<file path="src/rtl/write_back.sv">
// ============================================================================
// write_back : WB pipeline stage - registers MEM outputs, extracts load data,
//              drives the register-file write port and a retired counter.
// Optional debug trace ports enabled by macro WB_DEBUG_TRACE_EN.
// Revision   : 1.0
// ============================================================================
`default_nettype none

module write_back #(
   parameter int          CNT_W    = 32,
   parameter logic [31:0] RESET_PC = 32'h0
) (
   input  logic             clk,
   input  logic             rstn,
   input  logic             stall,
   input  logic             mem_valid,
   input  logic [31:0]      inst_in,
   input  logic [31:0]      pc_in,
   input  logic [31:0]      final_result_in,
   input  logic [31:0]      mem_read_data_in,
   input  logic [4:0]       write_reg_in,
   input  logic             reg_write_in,
   input  logic             mem_to_reg_in,
   output logic             wb_valid,
   output logic             rf_we,
   output logic [4:0]       rf_waddr,
   output logic [31:0]      rf_wdata,
   output logic             align_err,
   output logic [31:0]      inst_out,
   output logic [31:0]      pc_out,
   output logic [CNT_W-1:0] retired_count
`ifdef WB_DEBUG_TRACE_EN
   ,
   output logic [31:0]      debug_wb_pc,
   output logic [3:0]       debug_wb_rf_wen,
   output logic [4:0]       debug_wb_rf_wnum,
   output logic [31:0]      debug_wb_rf_wdata
`endif
);

   localparam logic [5:0] C_OP_LB  = 6'b100000;
   localparam logic [5:0] C_OP_LH  = 6'b100001;
   localparam logic [5:0] C_OP_LW  = 6'b100011;
   localparam logic [5:0] C_OP_LBU = 6'b100100;
   localparam logic [5:0] C_OP_LHU = 6'b100101;

   logic             valid_q,      valid_d;
   logic [31:0]      inst_q,       inst_d;
   logic [31:0]      pc_q,         pc_d;
   logic [31:0]      result_q,     result_d;
   logic [31:0]      data_q,       data_d;
   logic [4:0]       waddr_q,      waddr_d;
   logic             reg_write_q,  reg_write_d;
   logic             mem_to_reg_q, mem_to_reg_d;
   logic [CNT_W-1:0] count_q,      count_d;

   always_comb begin
      valid_d      = valid_q;
      inst_d       = inst_q;
      pc_d         = pc_q;
      result_d     = result_q;
      data_d       = data_q;
      waddr_d      = waddr_q;
      reg_write_d  = reg_write_q;
      mem_to_reg_d = mem_to_reg_q;
      count_d      = count_q;
      if (!stall) begin
         valid_d      = mem_valid;
         inst_d       = inst_in;
         pc_d         = pc_in;
         result_d     = final_result_in;
         data_d       = mem_read_data_in;
         waddr_d      = write_reg_in;
         // A bubble must never carry write/load control into WB
         reg_write_d  = mem_valid & reg_write_in;
         mem_to_reg_d = mem_valid & mem_to_reg_in;
         if (mem_valid) begin
            count_d = count_q + {{(CNT_W-1){1'b0}}, 1'b1};
         end
      end
   end

   always_ff @(posedge clk) begin
      if (!rstn) begin
         valid_q      <= 1'b0;
         inst_q       <= 32'h0;
         pc_q         <= RESET_PC;
         result_q     <= 32'h0;
         data_q       <= 32'h0;
         waddr_q      <= 5'h0;
         reg_write_q  <= 1'b0;
         mem_to_reg_q <= 1'b0;
         count_q      <= '0;
      end else begin
         valid_q      <= valid_d;
         inst_q       <= inst_d;
         pc_q         <= pc_d;
         result_q     <= result_d;
         data_q       <= data_d;
         waddr_q      <= waddr_d;
         reg_write_q  <= reg_write_d;
         mem_to_reg_q <= mem_to_reg_d;
         count_q      <= count_d;
      end
   end

   logic [5:0]  w_op;
   logic [1:0]  w_a;
   logic [7:0]  w_byte;
   logic [15:0] w_half;
   logic [31:0] w_load;
   logic        w_misaligned;

   assign w_op   = inst_q[31:26];
   assign w_a    = result_q[1:0];
   assign w_half = w_a[1] ? data_q[31:16] : data_q[15:0];

   always_comb begin
      case (w_a)
         2'd0:    w_byte = data_q[7:0];
         2'd1:    w_byte = data_q[15:8];
         2'd2:    w_byte = data_q[23:16];
         default: w_byte = data_q[31:24];
      endcase
   end

   always_comb begin
      w_load       = data_q;
      w_misaligned = 1'b0;
      case (w_op)
         C_OP_LB:  w_load = {{24{w_byte[7]}}, w_byte};
         C_OP_LBU: w_load = {24'h0, w_byte};
         C_OP_LH: begin
            w_load       = {{16{w_half[15]}}, w_half};
            w_misaligned = w_a[0];
         end
         C_OP_LHU: begin
            w_load       = {16'h0, w_half};
            w_misaligned = w_a[0];
         end
         C_OP_LW:  w_misaligned = (w_a != 2'd0);
         default:  w_load = data_q;
      endcase
   end

   assign align_err     = valid_q & mem_to_reg_q & w_misaligned;
   assign rf_wdata      = mem_to_reg_q ? w_load : result_q;
   assign rf_waddr      = waddr_q;
   assign rf_we         = valid_q & reg_write_q & (waddr_q != 5'd0) & ~align_err;
   assign wb_valid      = valid_q;
   assign inst_out      = inst_q;
   assign pc_out        = pc_q;
   assign retired_count = count_q;

`ifdef WB_DEBUG_TRACE_EN
   // Trace pulses once per instruction even while a stall holds rf_we high
   assign debug_wb_pc       = pc_q;
   assign debug_wb_rf_wen   = {4{rf_we & ~stall}};
   assign debug_wb_rf_wnum  = rf_waddr;
   assign debug_wb_rf_wdata = rf_wdata;
`endif

endmodule

`default_nettype wire

</file>
<file path="config.mk">
export PLATFORM = sky130hd
export DESIGN_NAME = write_back
export DESIGN_NICKNAME = d
export VERILOG_FILES = /design/src/rtl/write_back.sv
export SDC_FILE = /design/constraint.sdc
export NUM_CORES = 1
export LEC_CHECK = 0
export ABC_AREA = 1
export CORE_AREA = 2 2 164 166
export CTS_CLUSTER_DIAMETER = 30
export DETAILED_ROUTE_END_ITERATION = 10
export DIE_AREA = 0 0 166 168
export HOLD_SLACK_MARGIN = 0.15
export MAX_ROUTING_LAYER = met4
export PLACE_DENSITY_LB_ADDON = 0.1
export SYNTH_ARGS = -nofsm -noshare
export SYNTH_HDL_FRONTEND = slang
export SYNTH_SLANG_ARGS = --single-unit
export TNS_END_PERCENT = 20
</file>
<file path="constraint.sdc">
create_clock -name clk -period 3.48 [get_ports clk]
set_clock_uncertainty 0.1 [all_clocks]
set_input_delay 1.044 -clock clk [delete_from_list [all_inputs] [get_ports clk]]
set_output_delay 1.044 -clock clk [all_outputs]
set_load 0.05 [all_outputs]
</file>
==> key figures <==
Place
  • Hpwl dp: 18700 µm
  • Routability congestion estimate from global placement: between 0.8 and 0.9
  • Number of port buffers: 274

CTS
  • CTS root buffer: sky130_fd_sc_hd__clkbuf_16
  • Clock latency on the worst-skew pair: 0.42 ns
  • Buffer levels on the longest clock path: 2
  • TritonCTS clock tree: done
  • Sinks on Clock Net: roughly 170
  • CTS Buf Count: 17
  • # hold bufs at CTS: 0
  • Clk pin slew, worst setup/hold paths: roughly 0.070 ns
  • H-tree levels: 4

Global routing
  • Number of antenna violations at the first check in global routing: 4
  • Pin count of the biggest net entering global routing: 152
  • Total congestion overflow: 0
  • First-pass GRT wire length: about 42000 µm
  • Vias in the first global route: around 7600
  • Gr usage total: roughly a fifth

Worst setup path
  • Cells along the critical path: buf_4, nor2_4, nand2_1, nand4_2, nand3_4, buf_12, nand3_1, o21ai_0, inv_1, buf_4
  • Launching element type of the critical path: register
  • Sort of element at the end of the critical path: primary output
  • Setup CP Type: register to primary output
  • Critical path required time: between 2 and 2.5 ns
  • Library cell contributing the largest single delay on the critical path: sky130_fd_sc_hd__dfxtp_1
  • Most common cell on crit path: sky130_fd_sc_hd__buf_4
  • Critical path data arrival time: about 2.1 ns
  • Endpoint of the most critical register-to-register path: retired_count[30]
  • Flop2flop setup slack: 1.69 ns
  • Reg-to-reg startpoint: retired_count[1]
  • Register-to-Register Path Depth: 8
  • Max stage delay on crit path: 0.31 ns
  • Worst Path Max Fanout: 14

Power
  • Switch share: a little under a third
  • Portion of total power attributed to combinational logic: 21.3%
  • Worst IR drop on VDD: a little under 0.0003 V
  • Total net switching power: 1.61 mW
  • Standby leakage power: ~4.7 nW
  • Part of the power in the clock network: a little under two fifths
  • Fraction of power consumed by sequential logic: 40.5%
  • Cell-internal power: roughly 3.6 mW
  • Power density over the cells: about 450 nW/µm²

Detailed routing
  • Average wire per standard cell: 15.4 µm
  • Initial detailed-routing violation count: 485
  • Post-detailed-route count of antenna-violating nets: 0
  • Number of vias per cell: 4.61
  • DRC errors left: 0
  • Wire length reported by the detailed router: roughly 26000 µm
  • Via Count: ~7900
  • Length of the first detailed-routing pass in iterations: 5

Timing
  • RSZ-0062 raised after global routing: false
  • Summed negative setup slack over all endpoints: 0 ns
  • # setup viols final: 0
  • Slew Limit Headroom: between 50% and 60%
  • Final critical-path share of the clock period: 94.3%
  • Slew at the pin closest to its max-slew limit: ~0.7 ns
  • Max-slew violation count: 0
  • Worst hold margin: ~0.38 ns
  • Final Critical Period: approximately 3.3 ns
  • Maximum clock frequency: slightly above 300 MHz
  • Hold violation count in the final report: 0

Synthesis
  • Sequential share of the synthesized area: 43.5%
  • Share of flip-flops with an asynchronous set or reset: 0%
  • FF+latch count, synth: 168
  • Synth top cells by count: 325 x sky130_fd_sc_hd__nor2_1, 174 x sky130_fd_sc_hd__o21ai_0, 168 x sky130_fd_sc_hd__dfxtp_1, 114 x sky130_fd_sc_hd__nand2_1, 65 x sky130_fd_sc_hd__inv_1
  • Synth Flop Type: sky130_fd_sc_hd__dfxtp_1
  • Synthesized netlist cell count: roughly 1100
  • Count of synthesis-stage warnings from yosys: 0
  • Top cell type by total area after synthesis: sky130_fd_sc_hd__dfxtp_1
  • Average cell area after synthesis: slightly below 7 µm²
  • Most instantiated library cell after synthesis: sky130_fd_sc_hd__nor2_1
  • Post-synthesis instance area: 7720 µm²
  • Ranking of synthesized cells by area: sky130_fd_sc_hd__dfxtp_1 44%, sky130_fd_sc_hd__nor2_1 16%, sky130_fd_sc_hd__o21ai_0 11%
  • Number of library cell types mapped by synthesis: 38
  • Post-Synthesis Net Count: 1253
  • Share of the synthesized area in the top cell type: a little over two fifths
  • Number of synthesized flops with an enable pin: 0

Floorplanning
  • Die extent in x: roughly 170 µm
  • Die boundary height: approximately 170 µm
  • Num ports: 275
  • Core area: roughly 26000 µm²
  • Effective utilization at floorplan: between 20% and 30%
  • Rows: 60
  • Floorplan die area: 27900 µm²

Layout
  • Number of nets in the final layout: roughly 1500
  • Multi-input logic area: 3760 µm²
  • Synthesis-to-finish area growth: 49.4%
  • Ratio of cells with drive above 1 in the final layout: around an eighth
  • Final-layout fill cell count: between 2000 and 3000
  • Sequential cell area: 3370 µm²

Hold path
  • Tightest Hold Check Type: register to register
  • Worst-case hold path end point: result_q[5]
  • Worst Hold Launch: result_q[5]
  • Worst Hold Depth: 2

Job
  • Number of maximum-capacitance constraint violations: 0

Outcome
  • Status: complete, no violations
repair_timing:
item	in CTS	in global routing
setup endpoints to repair	9	13
buffers inserted	0	7
pin swaps	0	2
gates resized for setup	1	0
final cells by class:
cell class | count | area share [%]
diodes | 4 | 0.0867
clock buffers | 19 | 3.93
clock inverters | 13 | 1.39
inverters | 84 | 2.75
multi-input cells | 799 | 32.6
flip-flops and latches | 168 | 29.2
well taps | 341 | 3.70
repair buffers | 293 | 26.4
flip-flops by register name (all words and copies together), names as in the netlist, 5 cells and up:
register,flops
pc_out,32
rf_waddr,5
retired_count,32
result_q,32
inst_out,32
data_q,32
cells in the final DEF (no fill, tap or decap), types with 4 or more instances in the layout:
cell type                         Yosys  routed
sky130_fd_sc_hd__clkdlybuf4s50_1      0     238
sky130_fd_sc_hd__nand2_4              4       4
sky130_fd_sc_hd__or2_2                5       5
sky130_fd_sc_hd__nand3_2             12      12
sky130_fd_sc_hd__nand2_1            114     114
sky130_fd_sc_hd__nand4_1             17      17
sky130_fd_sc_hd__buf_4                0      35
sky130_fd_sc_hd__nor2_1             325     325
sky130_fd_sc_hd__a21oi_1             51      50
sky130_fd_sc_hd__dfxtp_1            168     166
sky130_fd_sc_hd__nor2_2               6       6
sky130_fd_sc_hd__clkinv_4             0       4
sky130_fd_sc_hd__buf_12               1      20
sky130_fd_sc_hd__inv_2               18      17
sky130_fd_sc_hd__clkbuf_16            0      17
sky130_fd_sc_hd__o21ai_2             12      12
sky130_fd_sc_hd__o22ai_1              7       7
sky130_fd_sc_hd__inv_1               65      65
sky130_fd_sc_hd__nor3_1              11      11
sky130_fd_sc_hd__nand3_1             34      34
sky130_fd_sc_hd__o21ai_0            174     174
sky130_fd_sc_hd__nor2_4               6       6
sky130_fd_sc_hd__diode_2              0       4
metrics by stage:
stage / cell area [µm²] / power (mW) / worst slack [ns] / utilization [%] / cells
after CTS: 11500 / 5.31 / 0.00404 / 43.5 / 1710
after global placement: 10800 / 3.27 / 0.443 / 41.2 / 1678
final: 11500 / 5.22 / 0.197 / 43.8 / 1721
after detailed placement: 10800 / 3.28 / 0.396 / 41.2 / 1678
after floorplan: 7730 / 2.79 / 0.110 / - / 1113
after global routing: 11500 / 5.46 / 0.0240 / 43.8 / 1721
worst max-delay path, delay by kind of cell, from the launching register on:
family | cells | cell delay (ns)
and+or+nand+nor | 5 | 0.68
buffers and inverters | 4 | 0.64
DFF | 1 | 0.31
AOI/OAI and AO/OA | 1 | 0.09
how the worst max path moves through the flow:
stage | from | slack, ns | end
after global placement | result_q[1] | 0.44 | rf_wdata[15]
after CTS | result_q[0] | 0.004 | rf_wdata[12]
after global routing | inst_out[31] | 0.02 | rf_wdata[15]
final | result_q[0] | 0.20 | rf_wdata[17]
after detailed placement | result_q[1] | 0.40 | rf_wdata[12]
after floorplan | inst_out[31] | 0.11 | rf_we
power by group through the flow:
| stage | registers [mW] | logic, mW | clock network, mW |
|---|---|---|---|
| 2_1_floorplan | 2.34 | 0.453 | 0 |
| 3_3_place_gp | 2.16 | 1.12 | 0 |
| 3_5_place_dp | 2.16 | 1.12 | 0 |
| 4_1_cts | 2.11 | 1.12 | 2.07 |
| 5_1_grt | 2.13 | 1.20 | 2.14 |
| 6_report | 2.11 | 1.11 | 1.99 |
logic make-up after synthesis:
group / after synthesis / share of synthesized area (%)
DFF: 168 / 43.5
buffers and inverters: 146 / 7.84
AOI/OAI and AO/OA: 250 / 17.0
adders and majority gates: 1 / 0.162
and+or+nand+nor: 548 / 31.4
routing by layer:
metal | vias up | global-route usage, % | routed length [µm]
met5 | - | - | 0
met4 | 0 | 5.78 | 495
met3 | 27 | 4.56 | 1490
met2 | 209 | 31.3 | 12500
met1 | 3590 | 23.9 | 11900
li1 | 4105 | - | -
(Power assumes the default switching activity.)
